## src/rtl/int_resize_pipe.sv

```systemverilog
// Pipelined integer width converter: wrap or saturate IN_W -> OUT_W with a
// one-deep valid/ready output register and overflow statistics.
module int_resize_pipe #(
    parameter int IN_W  = 8,
    parameter int OUT_W = 16,
    parameter int CNT_W = 8
) (
    input  logic                     _i_clk,
    input  logic                     _i_rst,
    input  logic                     _i_in_valid,
    input  logic [IN_W-1:0]          _i_in_data,
    input  logic [1:0]               _i_mode,
    input  logic                     _i_out_ready,
    input  logic                     _i_clear_stats,
    output logic [OUT_W+CNT_W+3:0]   __output
);

    logic             outValid;
    logic [OUT_W-1:0] outData;
    logic             outOvf;
    logic             ovfSticky;
    logic [CNT_W-1:0] ovfCount;

    logic             inReady;
    logic             accept;
    logic [OUT_W-1:0] convData;
    logic             convOvf;

    assign inReady = !outValid || _i_out_ready;
    assign accept  = _i_in_valid && inReady;

    generate
        if (OUT_W >= IN_W) begin : g_widen
            // Odd modes are the signed ones; a widened value can never overflow.
            always_comb begin
                convOvf = 1'b0;
                case (_i_mode)
                    2'd1, 2'd3: convData = OUT_W'($signed(_i_in_data));
                    default:    convData = OUT_W'(_i_in_data);
                endcase
            end
        end else begin : g_narrow
            logic [OUT_W-1:0] lowBits;
            logic             uOvf;
            logic             sOvf;

            // Signed fit needs every bit from the new sign position upward to agree.
            always_comb begin
                lowBits = _i_in_data[OUT_W-1:0];
                uOvf    = |_i_in_data[IN_W-1:OUT_W];
                sOvf    = !((&_i_in_data[IN_W-1:OUT_W-1]) || !(|_i_in_data[IN_W-1:OUT_W-1]));
                convData = lowBits;
                convOvf  = uOvf;
                case (_i_mode)
                    2'd0: begin
                        convData = lowBits;
                        convOvf  = uOvf;
                    end
                    2'd1: begin
                        convData = lowBits;
                        convOvf  = sOvf;
                    end
                    2'd2: begin
                        convData = uOvf ? '1 : lowBits;
                        convOvf  = uOvf;
                    end
                    default: begin
                        if (sOvf) begin
                            convData = _i_in_data[IN_W-1] ? {1'b1, {(OUT_W-1){1'b0}}}
                                                          : {1'b0, {(OUT_W-1){1'b1}}};
                        end else begin
                            convData = lowBits;
                        end
                        convOvf = sOvf;
                    end
                endcase
            end
        end
    endgenerate

    // Output register: a new word replaces the held one in the same cycle it drains.
    always_ff @(posedge _i_clk) begin
        if (_i_rst) begin
            outValid <= 1'b0;
            outData  <= '0;
            outOvf   <= 1'b0;
        end else if (accept) begin
            outValid <= 1'b1;
            outData  <= convData;
            outOvf   <= convOvf;
        end else if (_i_out_ready) begin
            outValid <= 1'b0;
        end
    end

    // An overflow accepted together with a clear is counted after the clear.
    always_ff @(posedge _i_clk) begin
        if (_i_rst) begin
            ovfSticky <= 1'b0;
            ovfCount  <= '0;
        end else if (accept && convOvf) begin
            ovfSticky <= 1'b1;
            if (_i_clear_stats) begin
                ovfCount <= CNT_W'(1);
            end else if (!(&ovfCount)) begin
                ovfCount <= ovfCount + 1'b1;
            end
        end else if (_i_clear_stats) begin
            ovfSticky <= 1'b0;
            ovfCount  <= '0;
        end
    end

    assign __output = {outValid, outData, outOvf, inReady, ovfSticky, ovfCount};

endmodule

```

## config.mk

```make
export PLATFORM = sky130hd
export DESIGN_NAME = int_resize_pipe
export DESIGN_NICKNAME = d
export VERILOG_FILES = /design/src/rtl/int_resize_pipe.sv
export SDC_FILE = /design/constraint.sdc
export NUM_CORES = 1
export LEC_CHECK = 0
export CORE_UTILIZATION = 34
export DETAILED_ROUTE_END_ITERATION = 16
export PLACE_DENSITY = 0.8
export SLEW_MARGIN = 20
export SYNTH_ARGS = -nofsm -noshare
export SYNTH_HDL_FRONTEND = slang
export SYNTH_SLANG_ARGS = --single-unit
```

## constraint.sdc

```tcl
create_clock -name _i_clk -period 1.6 [get_ports _i_clk]
set_clock_uncertainty 0.2 [all_clocks]
set_input_delay 0.16 -clock _i_clk [delete_from_list [all_inputs] [get_ports _i_clk]]
set_output_delay 0.16 -clock _i_clk [all_outputs]
set_load 0.05 [all_outputs]
```

## Yosys cells after proc, flatten, opt, wreduce, memory -nomap -nowiden

Index checks and enable logic that the tools add are counted.

| word-level totals | value |
|---|---|
| bits in registers | 17 |
| input bits | 15 |
| output and inout port bits | 28 |
| word-level logic and storage cells | 12 |

| operators by class | value |
|---|---|
| eq/ne operators | 2 |
| multiplexer cells | 3 |
| reduce and logical (&&, ||, !) cells | 5 |

Operators by type and width:

| cell | count |
|---|---|
| 16-bit 2-to-1 mux | 1 |
| 2-bit by 1-bit == test with 1-bit output, second input constant | 1 |
| 2-bit == test, second input constant | 1 |
| 1-bit 2-to-1 mux | 2 |
| 2-bit nonzero test | 1 |
| 2-bit OR reduction | 1 |
| 1-bit logical AND | 1 |
| 1-bit zero test | 1 |
| 1-bit logical OR | 1 |

## Depth between registers and ports, before layout

Gate-level depths: netlist of the first run.

| logic depth | value |
|---|---|
| word-level depth | 4 |
| mapped depth | 6 |
| mapped depth without buffers | 4 |

## Worst setup path after synthesis of the first run

Ideal clock, no wire load.

| timing | value |
|---|---|
| path type | register -> output |
| from | register outData[14] (netlist name) |
| to | output port __output[20] |
| data arrival time | 1.026 ns |
| data required time | 1.240 ns |
| slack | 0.214 ns |
| stages on the path, launching flop included | 2 |
| buffers on the path | 1 |
| cell sequence | dfxtp_1 buf_4 |

RTL lines:

| element | line | source |
|---|---|---|
| end, declared | 15 | `output logic [OUT_W+CNT_W+3:0] __output` |

## Final worst setup path of the first run

| timing | value |
|---|---|
| from | input port _i_out_ready |
| to | output port __output[9] |

| on the way | value |
|---|---|
| word-level cells in the longest chain between the ends | 1 |

Ends and longest elaborated chain:

| element | line | source |
|---|---|---|
| start, declared | 13 | `input logic _i_out_ready,` |
| 1-bit logical OR | 29 | `assign inReady = !outValid \|\| _i_out_ready;` |

No other way between the ends.

==> results of run 1 <==
how the worst min path moves through the flow:
| stage | start | end | slack [ns] |
|---|---|---|---|
| CTS | _i_in_data[0] | outData[0] | 0.25 |
| floorplan | _i_in_data[0] | outData[0] | 0.09 |
| finish | _i_in_data[0] | outData[0] | 0.26 |
| detailed placement | outData[14] | outData[14] | 0.28 |
| global route | _i_in_data[4] | outData[4] | 0.27 |
| global placement | outData[14] | outData[14] | 0.26 |
metrics by stage:
step / cell area (um^2) / worst slack [ns]
CTS: 937 / 0.0610
finish: 937 / 0.0769
floorplan: 668 / 0.214
global route: 937 / 0.0259
global placement: 901 / 0.0761
detailed placement: 901 / 0.0730
kinds of logic (layout without fill, tap and decap cells):
kind of cell / count (synthesis) / in the layout / share of synthesized area, %
AO/OA/AOI/OAI: 19 / 19 / 20.3
AND/OR/NAND/NOR: 10 / 10 / 15.8
other: 1 / 10 / 0.591
buffers and inverters: 25 / 39 / 31.8
flip-flops: 10 / 10 / 31.6
state kept, by name, indices dropped and copies added (netlist names):
name / cells
outValid: 1
outData: 9
synthesized netlist by cell type:
library cell  number  area share (%)
o21ai_0            9             7.1
conb_1             1            0.59
nand4_1            1            0.99
a21oi_2            9              12
inv_2              1            0.59
buf_12             1             3.2
buf_6              2             3.6
nor2b_4            1             2.2
inv_6              1             1.4
a21oi_1            1            0.79
clkbuf_1           1            0.59
dfxtp_1           10              32
buf_4             19              22
nand3_2            8              13
report_power, final:
group | internal, mW | leakage, nW | total [mW] | switching, mW
clock network | 0.138 | 0.0210 | 0.220 | 0.0823
logic | 0.0972 | 0.279 | 0.282 | 0.185
registers | 0.263 | 0.0824 | 0.270 | 0.00680
metal layers:
metal	share of wire [%]	wire length, um	up-vias
met3	7.9	88	0
met5	0	0	-
met2	51	563	29
li1	-	-	237
met1	41	458	217
met4	0	0	0
final cells by class:
cell class	instances	area, um^2	area share (%)
inverters	2	12.5	1.34
repair buffers	33	390	41.7
flip-flops and latches	10	200	21.4
well taps	25	31.3	3.34
multi-input cells	39	267	28.4
clock buffers	4	36.3	3.87
critical path, stage by stage:
cell and delay (ns):
clkdlybuf4s50_1 0.44, nor2b_4 0.27, inv_6 0.12, buf_12 0.17
==> impl_metrics.tcl, run 1 <==
set metrics [dict create \
    cp-endpoint "__output[9]" \
    tns_ns 0 \
    ys_warn_count 0 \
    p_leak_nw 0.383 \
    vdd.ir_drop.worst_mv 0.375 \
    hold_viol_final 0 \
    reg2reg_depth 4 \
    fill_cells 162 \
    ioPinCount 43 \
    placementRows 15 \
    grt_pass1_vias 415 \
    dieArea_mm2 0.00204 \
    met2_usage_pct 21.2 \
    cts_made_buffers 3 \
    grt_max_degree 12 \
    setup_viol 0 \
    antenna_found_initial 0 \
    placed_cells 109 \
    final_core_util_pct 53.7 \
    final_cells 113 \
    ctsHoldBuffers 0 \
    fin_nets 104 \
    drc 0 \
    crit_path_start_kind "input port" \
    grt_setup_unrepaired "no" \
    drtIter0Drc 4 \
    post-dp-hpwl_um 885 \
    end_kind "output pin" \
    syn_area_um2 634 \
    path_class "in -> out" \
    crit_arrival_ns 1.16 \
    grt_first_pass_wirelength_mm 1.79 \
    synthToLayoutAreaGrowth_pct 47.7 \
    place_congestion 0.694 \
    synth-seq-cells 10 \
    cts.reportedPaths.clkPinSlew_ns 0.07 \
    ys_seq_area_share_pct 31.6 \
    core_area_mm2 0.00175 \
    maxCapViolCount 0 \
    drtAntennaViolNets 0 \
    vias_per_cell 4.27 \
    required_ns 1.24 \
    n_antenna_cell 0 \
    hold-path-cell-count 3 \
    fin_crit_sh_pct 95.2 \
    synth_cell_types 14 \
    wl_per_cell_um 9.82 \
    reg2reg_slack_ns 0.38 \
    post-route-min-period_ns 1.52 \
    max-clock-path-buffers 2 \
    routed_wirelength_mm 1.11 \
    cts_tree "built" \
    grtUsageMet1_pct 14.3 \
    clk_latency_ns 0.26 \
    syn_inst 65 \
    cts-resized-gates 0 \
    port-buffer-count 30 \
    fmax_ghz 0.657 \
    initial_core_util_pct 36.3 \
    final_cell_mix "clkdlybuf4s50_1, buf_4, conb_1, dfxtp_1" \
    hold_class "in -> reg" \
    grt_most_used_layer "met2" \
    hold_ws_ns 0.257 \
    slew_violations 0 \
    die_w_um 45.2 \
    r2r-start "outValid" \
    drt-pass1-iter-count 4 \
    synth.avg_cell_area_um2 9.76 \
    cp_max_fo 11 \
    crit_path_start "_i_out_ready" \
    grt_usage_pct 11.9 \
    die_y_um 45.2 \
    clkSinkCount 10 \
    power.total_mw 0.773 \
    powerDensity_mw_per_mm2 824 \
    drive_gt1_share_pct 51.1 \
    vias 483 \
    h-tree-depth 1 \
    use_met3_pct 3.60 \
    outcome "completed" \
    root_buffer "clkbuf_4" \
    grt_overflow 0 \
    reg2reg_to "outData[14]" \
    cts_setup_buffers 0 \
]
Note: power is estimated with default switching activity, not from simulation.
==> run 2, diff against run 1 <==
- SKIP_CTS_REPAIR_TIMING: default -> 1
==> results of run 2 <==
No change in the layout: final DEF, timing and power equal those of run 1.
==> RTL change 1 (settings of run 2) <==
Reset style: asynchronous (`_i_rst`), changed in 2 clocked blocks.
--- a/src/rtl/int_resize_pipe.sv
+++ b/src/rtl/int_resize_pipe.sv
@@ -79,7 +79,7 @@
     endgenerate
 
     // Output register: a new word replaces the held one in the same cycle it drains.
-    always_ff @(posedge _i_clk) begin
+    always_ff @(posedge _i_clk or posedge _i_rst) begin
         if (_i_rst) begin
             outValid <= 1'b0;
             outData  <= '0;
@@ -94,7 +94,7 @@
     end
 
     // An overflow accepted together with a clear is counted after the clear.
-    always_ff @(posedge _i_clk) begin
+    always_ff @(posedge _i_clk or posedge _i_rst) begin
         if (_i_rst) begin
             ovfSticky <= 1'b0;
             ovfCount  <= '0;
Behaviour: differs if _i_rst is asserted again (counterexample within 4 cycles, from zero or initial values and one cycle with _i_rst high); with _i_rst held inactive, the same outputs for 10 cycles.
==> RTL change 1 against run 2 <==
The flow now finishes with violations (negative hold slack); final cell count down 25%; sequential cell count unchanged; wire length down 15%; final area up 6.5%; core utilization up 11 points; worst setup slack better by 0.099 ns; global-route usage up 0.093 points; synthesized area down 10%.
Power is not compared: it rests on default switching activity, and its combinational part moved more than twofold at a synthesized area within 25%.
==> RTL change 1: results (changes against run 2) <==
{| class="wikitable"
! Metric !! Value
|-
| Fraction of met2 tracks used by global routing || 0.2303 (+0.01871)
|-
| Cells taking the most area after synthesis || dfrtp_1 44%, buf_4 25%, mux2_4 21%
|-
| Met3 usage || 0.01277 (-0.02323)
|-
| Met1 Usage GRT || 0.1267 (-0.01582)
|-
| Signal buffers || 32 (-3.0%)
|-
| Number of multi-input logic gates || 23 (-41%)
|-
| Top cell types by occurrence after synthesis || 19 x buf_4, 10 x dfrtp_1, 8 x mux2_4
|-
| Violations in the final reports || negative hold slack
|-
| Final standard cell area without fillers || 998.5 µm² (+6.5%)
|-
| Total Nets Final || 86 (-17%)
|-
| Register fraction of the total cell area || 0.2506 (+0.03701)
|-
| Library cell contributing the largest single delay on the critical path || dfrtp_1
|-
| Drt pass-1 iters || 2 (-2)
|-
| Average wire per cell in the routed design || 11.09 µm (+13%)
|-
| All-layer global routing usage || 0.1199 (+0.0009250)
|-
| Routed via count || 360 (-25%)
|-
| Last weighted congestion value of the routability-driven placer || 0.6110 (-12%)
|-
| Largest delay share family, worst path || flip-flops
|-
| Fillcell total || 117 (-28%)
|-
| Final hold violation count || 10 (+10)
|-
| Status || finished, violations left
|-
| Power consumption || 0.001092 W
|-
| Worst reg2reg endpoint || outData[4]
|-
| Routed length on met3 || 51 µm (-42%)
|-
| Global-route wire length before repair || 1662 µm (-7.4%)
|-
| Worst hold path type || in2async
|-
| Placed cell count || 82 (-25%)
|-
| Worst hold slack after final layout || -0.01935 ns (-0.2766 ns)
|-
| Area growth from synthesis to layout || 75.38%
|-
| Fin cells || 85 (-25%)
|-
| Mapped Avg Cell Area || 12.94 µm² (+33%)
|-
| Synth Flop Type || dfrtp_1
|-
| Number of ordinary inverters in the final layout || 1 (-1)
|-
| Total area of multi-input combinational cells || 206.4 µm² (-23%)
|-
| Clock period minus final worst setup slack || 1.425 ns (-0.09860 ns)
|}
==> RTL change 1: cell types whose count changed after synthesis, sizes merged, moves of 3 or more <==
cell	run 2	this run
a21oi	10	0
buf	22	19
dfrtp	0	10
dfxtp	10	0
mux2	0	8
nand3	8	0
o21ai	9	0
==> RTL change 1: cell families after synthesis <==
| logic type | Yosys count | share of synthesized area |
|---|---|---|
| flops | 10 | 0.4396 |
| other cells | 1 | 0.006587 |
| buf+inv | 20 | 0.2571 |
| compound gates | 1 | 0.01758 |
| mux | 8 | 0.2110 |
| simple gates | 4 | 0.06814 |
==> RTL change 1: how the worst min path moves through the flow <==
stage | startpoint | end | slack, ns | depth (start not counted)
3_3_place_gp | _i_rst | outData[3] | 0.26 | 2
5_1_grt | _i_rst | outData[3] | 0.009 | 2
3_5_place_dp | _i_rst | outData[3] | 0.26 | 2
2_1_floorplan | _i_rst | outData[0] | -0.20 | 1
4_1_cts | _i_rst | outData[7] | -0.01 | 2
6_report | _i_rst | outData[4] | -0.02 | 2
==> RTL change 2 (config.mk and constraints of run 2) <==
Without the edit above. `CNT_W`: 8 -> 6.
--- a/src/rtl/int_resize_pipe.sv
+++ b/src/rtl/int_resize_pipe.sv
@@ -3,7 +3,7 @@
 module int_resize_pipe #(
     parameter int IN_W  = 8,
     parameter int OUT_W = 16,
-    parameter int CNT_W = 8
+    parameter int CNT_W = 6
 ) (
     input  logic                     _i_clk,
     input  logic                     _i_rst,
Interface: changed (resized __output); port bits go from 43 to 41. No check against the original RTL was run, so the function may have changed too.
==> RTL change 2 against run 2 <==
The flow now finishes with violations (design-rule violations); sequential cell count is the same; total power grew 0.57%; final area grew 0.27%; wire length grew 5.1%; worst setup slack gained 0.043 ns; final cell count grew 0.88%; sequential share of layout area shrank 0.057 points; combinational power shrank 3%; synthesized cell count shrank 3.1%; synthesized area shrank 2.4%; via count grew 2.1%; fmax grew 2.9%; largest cell class unchanged.
==> RTL change 2: results (changes against run 2) <==
{| class="wikitable"
! Metric !! Value
|-
| Global-route wire length before repair || 1869 µm (+4.2%)
|-
| Average wire per cell in the routed design || 10.24 µm (+4.2%)
|-
| Number of DRC violations after detailed-routing iteration 0 || 6 (+2)
|-
| Number of warning messages in the yosys log || 0 (unchanged)
|-
| Cells taking the most area after synthesis || dfxtp_1 32%, buf_4 21%, nand3_2 13%
|-
| Maximum number of pins on one net before global-route repair || 12 (unchanged)
|-
| Regs by FF count || outData (9), outValid (1)
|-
| Post-synthesis mux area share || 0 (unchanged)
|-
| Critical path arrival || 1.12 ns (-0.04 ns)
|-
| Sequential share of the synthesized area || 0.3232 (+0.007650)
|-
| Drt pass-1 iters || 10 (+6)
|-
| Worst hold endpoint || outData[1]
|-
| Last weighted congestion value of the routability-driven placer || 0.6705 (-3.4%)
|-
| Yosys cell types || 14 (unchanged)
|-
| Register-to-Register Setup Slack || 0.40 ns (+0.02 ns)
|-
| Top cell types by occurrence after synthesis || 17 x buf_4, 10 x dfxtp_1, 9 x a21oi_2, 9 x o21ai_0, 8 x nand3_2
|-
| Launch point of the worst hold path || _i_in_data[1]
|-
| Stage delay of the slowest cell on the critical path || 0.33 ns (-0.11 ns)
|-
| Worst reg2reg path depth || 4 (unchanged)
|-
| Total Nets Final || 105 (+0.96%)
|-
| Cell internal pwr || 0.0005002 W (+0.37%)
|-
| Number of enable flip-flop cells after synthesis || 0 (unchanged)
|-
| Fraction of power consumed by combinational cells || 0.353 (-0.012)
|-
| Worst Setup Slack post-DPL || 0.1204 ns (+0.04733 ns)
|-
| All-layer global routing usage || 0.1319 (+0.01296)
|-
| Worst reg2reg endpoint || outData[3]
|-
| Number of DRC violations after detailed routing || 1 (+1)
|-
| Detailed placement HPWL || 895.4 µm (+1.1%)
|-
| Source-to-sink clock delay at the later pin of the worst-skew pair || 0.27 ns
|-
| Violations in the final reports || design-rule violations
|-
| Routed via count || 493 (+2.1%)
|-
| Synth Flop Type || dfxtp_1
|-
| Clock period minus final worst setup slack || 1.480 ns (-0.04330 ns)
|-
| Layout cells sized above 1 || 0.5393 (+0.02796)
|-
| Status || finished, violations left
|-
| Mapped Avg Cell Area || 9.831 µm² (+0.73%)
|-
| Synthesized-area fraction occupied by xor and xnor cells || 0 (unchanged)
|-
| Detailed-route wire length || 1167 µm (+5.1%)
|-
| Count of input and output buffers || 30 (unchanged)
|-
| Vias in the first global route || 432 (+4.1%)
|-
| Compound-gate portion of the synthesized area || 0.2081 (+0.004925)
|-
| Max rail drop VDD || 0.5822 mV (+55%)
|-
| Library cell contributing the largest single delay on the critical path || dfxtp_1
|-
| Reg-to-Reg Start || outValid
|-
| Fraction of the mapped netlist area in adder cells || 0 (unchanged)
|-
| Antenna fix cells || 0 (unchanged)
|-
| Worst hold path type || in2reg
|-
| Leakage power figure || 0.3855 nW (+0.76%)
|-
| Crit path max fanout || 11 (unchanged)
|}
-- RTL change 2: changes by cell type after synthesis, sizes merged --
cell and change:
buf -2
-- RTL change 2: worst max-delay path by stage --
stage / startpoint / endpoint / depth (start not counted)
floorplan: outData[14] / __output[18] / 1
global placement: _i_out_ready / outData[6] / 5
detailed placement: _i_out_ready / outData[7] / 5
CTS: outValid / __output[7] / 3
global route: outValid / __output[7] / 3
finish: outValid / __output[7] / 3
-- RTL change 2: cell families after synthesis --
group / Yosys count
AND/OR/NAND/NOR: 10
buffers and inverters: 23
other: 1
flip-flops: 10
AO/OA/AOI/OAI: 19
-- RTL change 2: metrics by stage --
| stage | cell area [µm²] | power (W) | hold slack (ns) | utilization |
|---|---|---|---|---|
| after floorplan | 645.6 | 0.0004816 | 0.09052 | - |
| after global placement | 903.4 | 0.0005479 | 0.2600 | 0.5289 |
| after detailed placement | 903.4 | 0.0005504 | 0.2946 | 0.5289 |
| after CTS | 939.7 | 0.0007816 | 0.2514 | 0.5502 |
| after global routing | 939.7 | 0.0008058 | 0.2661 | 0.5502 |
| final | 939.7 | 0.0007770 | 0.2512 | 0.5502 |
-- RTL change 2: layout make-up --
type / count / area, µm²
clock buffers: 4 / 36.28
flip-flops and latches: 10 / 200.2
well taps: 25 / 31.28
fillers: 161 / 768.2
repair buffers: 36 / 400.4
multi-input cells: 37 / 259.0
inverters: 2 / 12.51
-- RTL change 2: critical path: cells and delay by family (launching register included) --
family / cells / cell delay, ns
buffers and inverters: 2 / 0.29
DFF: 1 / 0.33
and+or+nand+nor: 1 / 0.22
-- RTL change 2: power groups by stage --
stage | combinational, W | sequential, W | clock (W)
5_1_grt | 0.000288 | 0.000272 | 0.000246
6_report | 0.000274 | 0.000270 | 0.000233
3_5_place_dp | 0.000275 | 0.000276 | 0
3_3_place_gp | 0.000272 | 0.000276 | 0
2_1_floorplan | 0.000161 | 0.000320 | 0
4_1_cts | 0.000276 | 0.000270 | 0.000236
-- RTL change 2: metal layers --
metal / wire length, µm / vias up / GRT usage
li1: - / 240 / -
met2: 547 / 31 / 0.2235
met3: 117 / 0 / 0.07755
met5: 0 / - / 0
met1: 502 / 222 / 0.1457
met4: 0 / 0 / 0.01818
